`config.mk`:
```
export PLATFORM = sky130hd
export DESIGN_NAME = decode_stage_pl
export DESIGN_NICKNAME = d
export VERILOG_FILES = /design/src/rtl/rv_pkg.sv /design/src/rtl/control_unit.sv /design/src/rtl/hazard_unit.sv /design/src/rtl/imm_ext.sv /design/src/rtl/reg_file.sv /design/src/rtl/decode_stage_pl.sv
export SDC_FILE = /design/constraint.sdc
export NUM_CORES = 2
export LEC_CHECK = 0
export CAP_MARGIN = 20
export CORE_AREA = 4 4 400 402
export DETAILED_ROUTE_END_ITERATION = 16
export DIE_AREA = 0 0 404 406
export SYNTH_ARGS = -nofsm -noshare
export SYNTH_HDL_FRONTEND = slang
export SYNTH_SLANG_ARGS = --single-unit
```
`constraint.sdc`:
```
create_clock -name clk -period 2.8 [get_ports clk]
set_input_delay 0.56 -clock clk [delete_from_list [all_inputs] [get_ports clk]]
set_output_delay 0.56 -clock clk [all_outputs]
set_load 0.05 [all_outputs]
```
`src/rtl/rv_pkg.sv`:
```
// Shared RV32 decode definitions: opcodes, result/immediate selects, ALU codes
// and the control bundle carried across the D/E pipeline register.
package rv_pkg;

   localparam logic [6:0] OP_LUI    = 7'b0110111;
   localparam logic [6:0] OP_AUIPC  = 7'b0010111;
   localparam logic [6:0] OP_JAL    = 7'b1101111;
   localparam logic [6:0] OP_JALR   = 7'b1100111;
   localparam logic [6:0] OP_BRANCH = 7'b1100011;
   localparam logic [6:0] OP_LOAD   = 7'b0000011;
   localparam logic [6:0] OP_STORE  = 7'b0100011;
   localparam logic [6:0] OP_IMM    = 7'b0010011;
   localparam logic [6:0] OP_OP     = 7'b0110011;

   localparam logic [1:0] RES_ALU  = 2'b00;
   localparam logic [1:0] RES_LOAD = 2'b01;
   localparam logic [1:0] RES_PC4  = 2'b10;

   localparam logic [3:0] ALU_ADD   = 4'd0;
   localparam logic [3:0] ALU_SUB   = 4'd1;
   localparam logic [3:0] ALU_SLL   = 4'd2;
   localparam logic [3:0] ALU_SLT   = 4'd3;
   localparam logic [3:0] ALU_SLTU  = 4'd4;
   localparam logic [3:0] ALU_XOR   = 4'd5;
   localparam logic [3:0] ALU_SRL   = 4'd6;
   localparam logic [3:0] ALU_SRA   = 4'd7;
   localparam logic [3:0] ALU_OR    = 4'd8;
   localparam logic [3:0] ALU_AND   = 4'd9;
   localparam logic [3:0] ALU_PASSB = 4'd10;

   typedef enum logic [2:0] {
      IMM_I = 3'd0,
      IMM_S = 3'd1,
      IMM_B = 3'd2,
      IMM_J = 3'd3,
      IMM_U = 3'd4
   } imm_src_e;

   typedef struct packed {
      logic       reg_write;
      logic       mem_write;
      logic       jump;
      logic       branch;
      logic       alu_src_a;
      logic       alu_src_b;
      logic       adder_src;
      logic [1:0] res_src;
      logic [3:0] alu_control;
      logic [2:0] funct3;
      logic       illegal;
   } de_ctrl_t;

   // alt selects SUB over ADD and SRA over SRL
   function automatic logic [3:0] alu_dec(input logic [2:0] funct3, input logic alt);
      logic [3:0] code;
      case (funct3)
         3'b000:  code = alt ? ALU_SUB : ALU_ADD;
         3'b001:  code = ALU_SLL;
         3'b010:  code = ALU_SLT;
         3'b011:  code = ALU_SLTU;
         3'b100:  code = ALU_XOR;
         3'b101:  code = alt ? ALU_SRA : ALU_SRL;
         3'b110:  code = ALU_OR;
         default: code = ALU_AND;
      endcase
      return code;
   endfunction

endpackage

```
`src/rtl/control_unit.sv`:
```
// Main decoder: opcode/funct fields to control bundle, immediate type and
// source-register use flags.
module control_unit
   import rv_pkg::*;
(
   input  logic [6:0] op,
   input  logic [2:0] funct3,
   input  logic       funct7b5,
   output de_ctrl_t   ctrl,
   output imm_src_e   imm_src,
   output logic       use_rs1,
   output logic       use_rs2
);

   always_comb begin
      ctrl             = '0;
      ctrl.res_src     = RES_ALU;
      ctrl.alu_control = ALU_ADD;
      ctrl.funct3      = funct3;
      imm_src          = IMM_I;
      use_rs1          = !(op == OP_LUI || op == OP_AUIPC || op == OP_JAL);
      use_rs2          = (op == OP_OP || op == OP_STORE || op == OP_BRANCH);
      case (op)
         OP_LUI: begin
            ctrl.reg_write   = 1'b1;
            ctrl.alu_src_b   = 1'b1;
            ctrl.alu_control = ALU_PASSB;
            imm_src          = IMM_U;
         end
         OP_AUIPC: begin
            ctrl.reg_write = 1'b1;
            ctrl.alu_src_a = 1'b1;
            ctrl.alu_src_b = 1'b1;
            imm_src        = IMM_U;
         end
         OP_JAL: begin
            ctrl.reg_write = 1'b1;
            ctrl.jump      = 1'b1;
            ctrl.res_src   = RES_PC4;
            imm_src        = IMM_J;
         end
         OP_JALR: begin
            ctrl.reg_write = 1'b1;
            ctrl.jump      = 1'b1;
            ctrl.res_src   = RES_PC4;
            ctrl.adder_src = 1'b1;
         end
         OP_BRANCH: begin
            ctrl.branch      = 1'b1;
            ctrl.alu_control = ALU_SUB;
            imm_src          = IMM_B;
         end
         OP_LOAD: begin
            ctrl.reg_write = 1'b1;
            ctrl.alu_src_b = 1'b1;
            ctrl.res_src   = RES_LOAD;
         end
         OP_STORE: begin
            ctrl.mem_write = 1'b1;
            ctrl.alu_src_b = 1'b1;
            imm_src        = IMM_S;
         end
         OP_IMM: begin
            ctrl.reg_write   = 1'b1;
            ctrl.alu_src_b   = 1'b1;
            // addi has no subtract form, only srai uses bit 30
            ctrl.alu_control = alu_dec(funct3, funct7b5 && (funct3 == 3'b101));
         end
         OP_OP: begin
            ctrl.reg_write   = 1'b1;
            ctrl.alu_control = alu_dec(funct3, funct7b5);
         end
         default: begin
            ctrl.illegal = 1'b1;
         end
      endcase
   end

endmodule

```
`src/rtl/hazard_unit.sv`:
```
// Load-use hazard detection and bubble selection for the D/E register.
// Flush wins over a hazard and never stalls fetch.
module hazard_unit
   import rv_pkg::*;
(
   input  logic [4:0] rs1,
   input  logic [4:0] rs2,
   input  logic       use_rs1,
   input  logic       use_rs2,
   input  logic [4:0] rd_e,
   input  logic [1:0] res_src_e,
   input  logic       valid_e,
   input  logic       valid_f,
   input  logic       flush_d,
   output logic       stall_f,
   output logic       bubble
);

   logic load_in_e;
   logic hazard;

   always_comb begin
      load_in_e = valid_e && (res_src_e == RES_LOAD) && (rd_e != 5'd0);
      hazard    = valid_f && load_in_e &&
                  ((use_rs1 && rs1 == rd_e) || (use_rs2 && rs2 == rd_e));
      stall_f   = hazard && !flush_d;
      bubble    = flush_d || !valid_f || hazard;
   end

endmodule

```
`src/rtl/imm_ext.sv`:
```
// Immediate extraction and sign extension for I/S/B/J/U formats.
module imm_ext
   import rv_pkg::*;
(
   input  logic [31:7] instr,
   input  imm_src_e    imm_src,
   output logic [31:0] imm
);

   always_comb begin
      imm = '0;
      case (imm_src)
         IMM_I:   imm = {{20{instr[31]}}, instr[31:20]};
         IMM_S:   imm = {{20{instr[31]}}, instr[31:25], instr[11:7]};
         IMM_B:   imm = {{19{instr[31]}}, instr[31], instr[7], instr[30:25], instr[11:8], 1'b0};
         IMM_J:   imm = {{11{instr[31]}}, instr[31], instr[19:12], instr[20], instr[30:21], 1'b0};
         IMM_U:   imm = {instr[31:12], 12'd0};
         default: imm = '0;
      endcase
   end

endmodule

```
`src/rtl/reg_file.sv`:
```
// Architectural register file, two read ports and one write port, with
// optional same-cycle writeback bypass. x0 and out-of-range indices read 0.
module reg_file #(
   parameter int DATA_WIDTH = 32,
   parameter int REG_COUNT  = 32,
   parameter bit BYPASS_EN  = 1'b1
) (
   input  logic                  clk,
   input  logic                  rst_n,
   input  logic                  we,
   input  logic [4:0]            wa,
   input  logic [DATA_WIDTH-1:0] wd,
   input  logic [4:0]            ra1,
   input  logic [4:0]            ra2,
   output logic [DATA_WIDTH-1:0] rd1,
   output logic [DATA_WIDTH-1:0] rd2
);

   localparam int RW = $clog2(REG_COUNT);

   logic [DATA_WIDTH-1:0] regs_q [REG_COUNT];
   logic [DATA_WIDTH-1:0] regs_d [REG_COUNT];
   logic                  wr_ok;

   function automatic logic in_range(input logic [4:0] idx);
      return ({27'd0, idx} < 32'(REG_COUNT));
   endfunction

   assign wr_ok = we && (wa != 5'd0) && in_range(wa);

   always_comb begin
      regs_d = regs_q;
      if (wr_ok) regs_d[wa[RW-1:0]] = wd;
   end

   always_ff @(posedge clk or negedge rst_n) begin
      if (!rst_n) begin
         for (int i = 0; i < REG_COUNT; i++) regs_q[i] <= '0;
      end else begin
         regs_q <= regs_d;
      end
   end

   always_comb begin
      rd1 = '0;
      rd2 = '0;
      if (ra1 != 5'd0 && in_range(ra1)) rd1 = regs_q[ra1[RW-1:0]];
      if (ra2 != 5'd0 && in_range(ra2)) rd2 = regs_q[ra2[RW-1:0]];
      if (BYPASS_EN && wr_ok && wa == ra1) rd1 = wd;
      if (BYPASS_EN && wr_ok && wa == ra2) rd2 = wd;
   end

endmodule

```
`src/rtl/decode_stage_pl.sv`:
```
// RV32 decode stage with internal D/E register, load-use stall, flush,
// writeback bypass and illegal-instruction flagging.
module decode_stage_pl
   import rv_pkg::*;
#(
   parameter int ADDRESS_WIDTH = 32,
   parameter int DATA_WIDTH    = 32,
   parameter int REG_COUNT     = 32,
   parameter bit BYPASS_EN     = 1'b1
) (
   input  logic                     clk,
   input  logic                     rst_n,
   input  logic                     valid_f,
   input  logic [DATA_WIDTH-1:0]    instr_f,
   input  logic [ADDRESS_WIDTH-1:0] pc_f,
   input  logic [ADDRESS_WIDTH-1:0] pc_plus4_f,
   input  logic                     reg_write_w,
   input  logic [4:0]               rd_w,
   input  logic [DATA_WIDTH-1:0]    result_w,
   input  logic                     flush_d,
   output logic                     stall_f,
   output logic                     valid_e,
   output logic                     reg_write_e,
   output logic                     mem_write_e,
   output logic                     jump_e,
   output logic                     branch_e,
   output logic                     alu_src_a_e,
   output logic                     alu_src_b_e,
   output logic                     adder_src_e,
   output logic [1:0]               res_src_e,
   output logic [3:0]               alu_control_e,
   output logic [2:0]               funct3_e,
   output logic [DATA_WIDTH-1:0]    rd1_e,
   output logic [DATA_WIDTH-1:0]    rd2_e,
   output logic [DATA_WIDTH-1:0]    imm_val_e,
   output logic [ADDRESS_WIDTH-1:0] pc_e,
   output logic [ADDRESS_WIDTH-1:0] pc_plus4_e,
   output logic [4:0]               rs1_e,
   output logic [4:0]               rs2_e,
   output logic [4:0]               rd_e,
   output logic                     illegal_e,
   output logic [31:0]              stall_count
);

   logic [4:0]            rs1_f;
   logic [4:0]            rs2_f;
   logic [4:0]            rd_f;
   de_ctrl_t              ctrl_dec;
   de_ctrl_t              ctrl_ok;
   imm_src_e              imm_src;
   logic                  use_rs1;
   logic                  use_rs2;
   logic [31:0]           imm32;
   logic [DATA_WIDTH-1:0] rd1_f;
   logic [DATA_WIDTH-1:0] rd2_f;
   logic                  bubble;
   logic                  illegal_d;

   de_ctrl_t                 ctrl_d,        ctrl_q;
   logic                     valid_d,       valid_q;
   logic [DATA_WIDTH-1:0]    rd1_d,         rd1_q;
   logic [DATA_WIDTH-1:0]    rd2_d,         rd2_q;
   logic [DATA_WIDTH-1:0]    imm_d,         imm_q;
   logic [ADDRESS_WIDTH-1:0] pc_d,          pc_q;
   logic [ADDRESS_WIDTH-1:0] pc4_d,         pc4_q;
   logic [4:0]               rs1_d,         rs1_q;
   logic [4:0]               rs2_d,         rs2_q;
   logic [4:0]               rd_d,          rd_q;
   logic [31:0]              stall_count_d, stall_count_q;

   assign rs1_f = instr_f[19:15];
   assign rs2_f = instr_f[24:20];
   assign rd_f  = instr_f[11:7];

   function automatic logic idx_oob(input logic [4:0] idx);
      return ({27'd0, idx} >= 32'(REG_COUNT));
   endfunction

   control_unit u_ctrl (
      .op       (instr_f[6:0]),
      .funct3   (instr_f[14:12]),
      .funct7b5 (instr_f[30]),
      .ctrl     (ctrl_dec),
      .imm_src  (imm_src),
      .use_rs1  (use_rs1),
      .use_rs2  (use_rs2)
   );

   imm_ext u_imm (
      .instr   (instr_f[31:7]),
      .imm_src (imm_src),
      .imm     (imm32)
   );

   reg_file #(
      .DATA_WIDTH (DATA_WIDTH),
      .REG_COUNT  (REG_COUNT),
      .BYPASS_EN  (BYPASS_EN)
   ) u_rf (
      .clk   (clk),
      .rst_n (rst_n),
      .we    (reg_write_w),
      .wa    (rd_w),
      .wd    (result_w),
      .ra1   (rs1_f),
      .ra2   (rs2_f),
      .rd1   (rd1_f),
      .rd2   (rd2_f)
   );

   hazard_unit u_haz (
      .rs1       (rs1_f),
      .rs2       (rs2_f),
      .use_rs1   (use_rs1),
      .use_rs2   (use_rs2),
      .rd_e      (rd_q),
      .res_src_e (ctrl_q.res_src),
      .valid_e   (valid_q),
      .valid_f   (valid_f),
      .flush_d   (flush_d),
      .stall_f   (stall_f),
      .bubble    (bubble)
   );

   // Illegal instructions still travel as valid so the trap is seen in E,
   // but they must never write architectural state.
   always_comb begin
      illegal_d = ctrl_dec.illegal ||
                  (use_rs1 && idx_oob(rs1_f)) ||
                  (use_rs2 && idx_oob(rs2_f)) ||
                  (ctrl_dec.reg_write && idx_oob(rd_f));
      ctrl_ok         = ctrl_dec;
      ctrl_ok.illegal = illegal_d;
      if (illegal_d) begin
         ctrl_ok.reg_write = 1'b0;
         ctrl_ok.mem_write = 1'b0;
      end
   end

   always_comb begin
      valid_d       = valid_q;
      ctrl_d        = ctrl_q;
      rd1_d         = rd1_q;
      rd2_d         = rd2_q;
      imm_d         = imm_q;
      pc_d          = pc_q;
      pc4_d         = pc4_q;
      rs1_d         = rs1_q;
      rs2_d         = rs2_q;
      rd_d          = rd_q;
      stall_count_d = stall_count_q;
      if (bubble) begin
         valid_d = 1'b0;
         ctrl_d  = '0;
      end else begin
         valid_d = 1'b1;
         ctrl_d  = ctrl_ok;
         rd1_d   = rd1_f;
         rd2_d   = rd2_f;
         imm_d   = DATA_WIDTH'($signed(imm32));
         pc_d    = pc_f;
         pc4_d   = pc_plus4_f;
         rs1_d   = rs1_f;
         rs2_d   = rs2_f;
         rd_d    = rd_f;
      end
      if (stall_f && stall_count_q != 32'hFFFF_FFFF) stall_count_d = stall_count_q + 32'd1;
   end

   always_ff @(posedge clk or negedge rst_n) begin
      if (!rst_n) begin
         valid_q       <= 1'b0;
         ctrl_q        <= '0;
         rd1_q         <= '0;
         rd2_q         <= '0;
         imm_q         <= '0;
         pc_q          <= '0;
         pc4_q         <= '0;
         rs1_q         <= '0;
         rs2_q         <= '0;
         rd_q          <= '0;
         stall_count_q <= '0;
      end else begin
         valid_q       <= valid_d;
         ctrl_q        <= ctrl_d;
         rd1_q         <= rd1_d;
         rd2_q         <= rd2_d;
         imm_q         <= imm_d;
         pc_q          <= pc_d;
         pc4_q         <= pc4_d;
         rs1_q         <= rs1_d;
         rs2_q         <= rs2_d;
         rd_q          <= rd_d;
         stall_count_q <= stall_count_d;
      end
   end

   assign valid_e       = valid_q;
   assign reg_write_e   = ctrl_q.reg_write;
   assign mem_write_e   = ctrl_q.mem_write;
   assign jump_e        = ctrl_q.jump;
   assign branch_e      = ctrl_q.branch;
   assign alu_src_a_e   = ctrl_q.alu_src_a;
   assign alu_src_b_e   = ctrl_q.alu_src_b;
   assign adder_src_e   = ctrl_q.adder_src;
   assign res_src_e     = ctrl_q.res_src;
   assign alu_control_e = ctrl_q.alu_control;
   assign funct3_e      = ctrl_q.funct3;
   assign illegal_e     = ctrl_q.illegal;
   assign rd1_e         = rd1_q;
   assign rd2_e         = rd2_q;
   assign imm_val_e     = imm_q;
   assign pc_e          = pc_q;
   assign pc_plus4_e    = pc4_q;
   assign rs1_e         = rs1_q;
   assign rs2_e         = rs2_q;
   assign rd_e          = rd_q;
   assign stall_count   = stall_count_q;

endmodule

```
==> run_results.csv <==
group,metric,value,unit
route,wire_per_inst,29.1,um
sta,hold_viol,0,
hold_path,hold_path.class,"in -> reg",
global_routing,grt_max_degree,108,
power_and_ir_drop,internal_power,39.2,mW
sta,finClkSkew,25.8,ps
placement,place_ws,-246,ps
placement,port-buffer-count,363,
global_routing,use_met1,0.349,
power_and_ir_drop,p_sw,15.8,mW
global_routing,grt.total_usage,0.255,
cts,clkTransAtPathRegs,60,ps
global_routing,grtUsageMet2,0.407,
die,fp.coreArea,156000,um^2
sta,max_freq,0.338,GHz
route,drt_iter0_drc,3740,
critical_path,critPathMaxFanout,4,
synthesis,synth_top_area_frac,0.489,
die,ioPinCount,364,
critical_path,critPathRequiredTime,2240,ps
global_routing,overflow,0,
power_and_ir_drop,ir_drop,0.000669,V
sta,setup_ws,-163,ps
global_routing,grt-busiest-layer,"met2",
cts,cts_tree,"yes",
die,die_area,164000,um^2
synthesis,synth-edff-count,0,
layout,nNetsFinal,5248,
global_routing,grt_pass1_vias,44600,
synthesis,netlist_area,63900,um^2
cts,cts_buffer_depth,3,
synthesis,synth.area.top_cells,"dfrtp_1 (49%), mux2_2 (18%), mux4_2 (16%)",
cts,cts_made_buffers,142,
power_and_ir_drop,switching_share,0.287,
route,ant_nets,0,
layout,syn_to_final_growth,22.6,%
status,outcome,"finished with violations",
power_and_ir_drop,p_clk_frac,0.353,
synthesis,synthArstFlopShare,1.00,
sta,tightestPinTransition,1160,ps
die,die_y,406,um
synthesis,synth.most_common_cell,"dfrtp_1",
cts,clockRootBuffer,"clkbuf_16",
cts,numClockSinks,1248,
sta,setup_viol_count_final,37,
power_and_ir_drop,p_leak,34.5,nW
run,maxCapViolCount,0,
cts,clkLatencyLatePin,790,ps
sta,fin_crit_sh,1.06,
sta,period_minus_slack,2960,ps
synthesis,synthTopCellsByCount,"dfrtp_1 (1248), mux2_2 (1030), mux4_2 (444)",
cts,h-tree-depth,4,
synthesis,synth-main-ff-cell,"dfrtp_1",
sta,maxSlewViolCount,0,
synthesis,syn-instance-count,4716,
synthesis,syn-num-nets,4855,
global_routing,grtUsageMet3,0.0487,
synthesis,syn_area_per_cell,13.6,um^2
synthesis,ys_ff_latch,1248,
power_and_ir_drop,p_seq_frac,0.428,
critical_path,cp-end-kind,"primary output",
critical_path,cp_data_arrival_time,2400,ps
power_and_ir_drop,comb_power_share,0.218,
status,violations,"setup timing",
power_and_ir_drop,power_density,701,nW/um^2
critical_path,crit_type,"reg -> out",
route,wl,212,mm
synthesis,synth_top_area_cell,"dfrtp_1",
global_routing,grt_pass1_wl,310,mm
die,num_rows,145,
route,first_pass_iters,5,
sta,rsz0062_at_grt,"yes",
synthesis,synth_cell_types,57,
layout,drive_gt1_frac,0.420,
synthesis,yosysSeqAreaShare,0.489,
die,initial_core_util,0.410,
route,vias,43600,
route,route.detailed.drc,0,
placement,dpl.hpwl,133,mm
route,post_drt_via_cell_ratio,5.99,
die,die_w,404,um
critical_path,startpoint_type,"register",
synthesis,yosys_warnings,0,
sta,slew_headroom,0.222,
layout,utilization,0.502,
placement,gp_congestion,0.824,
global_routing,antenna_found_initial,3,
[final timing paths]
path | startpoint | end | slack, ps | cells past startpoint
hold reg to reg | u_rf.regs_q[1017]$_DFFE_PN0P_ | u_rf.regs_q[1017]$_DFFE_PN0P_ | 390 | 0
hold / removal | instr_f[22] | rs2_e[2]$_DFFE_PN0P_ | 90 | 3
setup reg to reg | rd_e[3]$_DFFE_PN0P_ | rd1_e[28]$_DFFE_PN0P_ | -100 | 13
setup / recovery | rd_e[3]$_DFFE_PN0P_ | stall_f | -160 | 8
max in group asynchronous | rst_n | u_rf.regs_q[387]$_DFFE_PN0P_ | 1390 | 4
min in group asynchronous | rst_n | u_rf.regs_q[983]$_DFFE_PN0P_ | 350 | 2
[area by class of cell]
cell class	count	area (um^2)
Timing Repair inverter	1	30.0
Inverter	5	45.0
Fill cell	13400	77700
Timing Repair Buffer	739	8490
Multi-Input combinational cell	2972	31100
Clock inverter	49	648
Clock buffer	206	4220
Sequential cell	1248	31200
Antenna cell	1	2.50
Tap cell	2058	2570
[layout by cell type (no fill, tap or decap), types with 18 or more instances in the layout]
master and count:
a22oi_1 62, clkbuf_1 26, clkbuf_16 155, mux4_2 444
mux2i_1 278, clkinv_2 18, o22ai_1 35, xnor2_1 36
clkdlybuf4s50_1 349, nand2_1 400, dfrtp_1 1247, buf_4 209
clkbuf_8 35, a21oi_2 30, nand3_1 132, a221oi_1 22
a21oi_1 185, nor2_1 92, mux2_2 1030, nand4_1 28
buf_6 20, o21ai_0 18, buf_12 134
[timing repair]
item	CTS	global route
hold buffers	2	0
pin swaps	9	10
resized for setup	37	66
cloned	0	12
endpoints found under the hold margin	42	0
setup buffers	17	11
endpoints found under the setup margin	3	100
[kinds of logic after synthesis]
family	share of synthesized area
multiplexers	0.382
flip-flops	0.489
AND/OR/NAND/NOR	0.0554
buffers and inverters	0.0322
AO/OA/AOI/OAI	0.0350
XOR/XNOR	0.00699
adder cells (fa/ha/maj)	0.000196
[sequential cells by signal, indices dropped and copies added (netlist names), 3 cells and up]
signal,count
rd_e,5
alu_control_e,4
u_rf.regs_q,1024
rd2_e,32
stall_count,32
funct3_e,3
rd1_e,32
rs1_e,5
pc_e,32
rs2_e,5
imm_val_e,32
pc_plus4_e,32
[per-layer routing]
layer	part of all wire	up-vias
li1	-	18300
met1	0.42	23200
met2	0.47	1656
met3	0.070	379
met4	0.036	2
met5	0.000076	-
[power groups by stage]
stage	Clock (mW)	Sequential (mW)	Combinational [mW]
after floorplan	0	24.2	7.11
final	19.4	23.5	12.0
after CTS	19.8	23.4	12.0
after global placement	0	23.6	11.7
after detailed placement	0	23.7	11.9
after global routing	20.5	23.9	12.8
[worst max-delay path, stage by stage (launching register included)]
cell     delay (ps)
dfrtp_1         390
buf_6           150
xnor2_4         150
buf_6           140
nand2_2          60
nor4_4          320
a21oi_4          70
nor3_4          170
buf_6           190
[per-stage QoR]
step / TNS [ps] / std cells / hold slack (ps) / total power [mW] / cell area, um^2
global route: -16800 / 7278 / 57.5 / 57.3 / 78300
global placement: -45600 / 6986 / 378 / 35.2 / 72600
CTS: -368 / 7258 / 22.4 / 55.2 / 77700
floorplan: 0 / 4716 / 264 / 31.3 / 63900
detailed placement: -42520 / 6986 / 383 / 35.6 / 72600
finish: -2120 / 7279 / 85.9 / 54.9 / 78300
(Power assumes the default switching activity.)
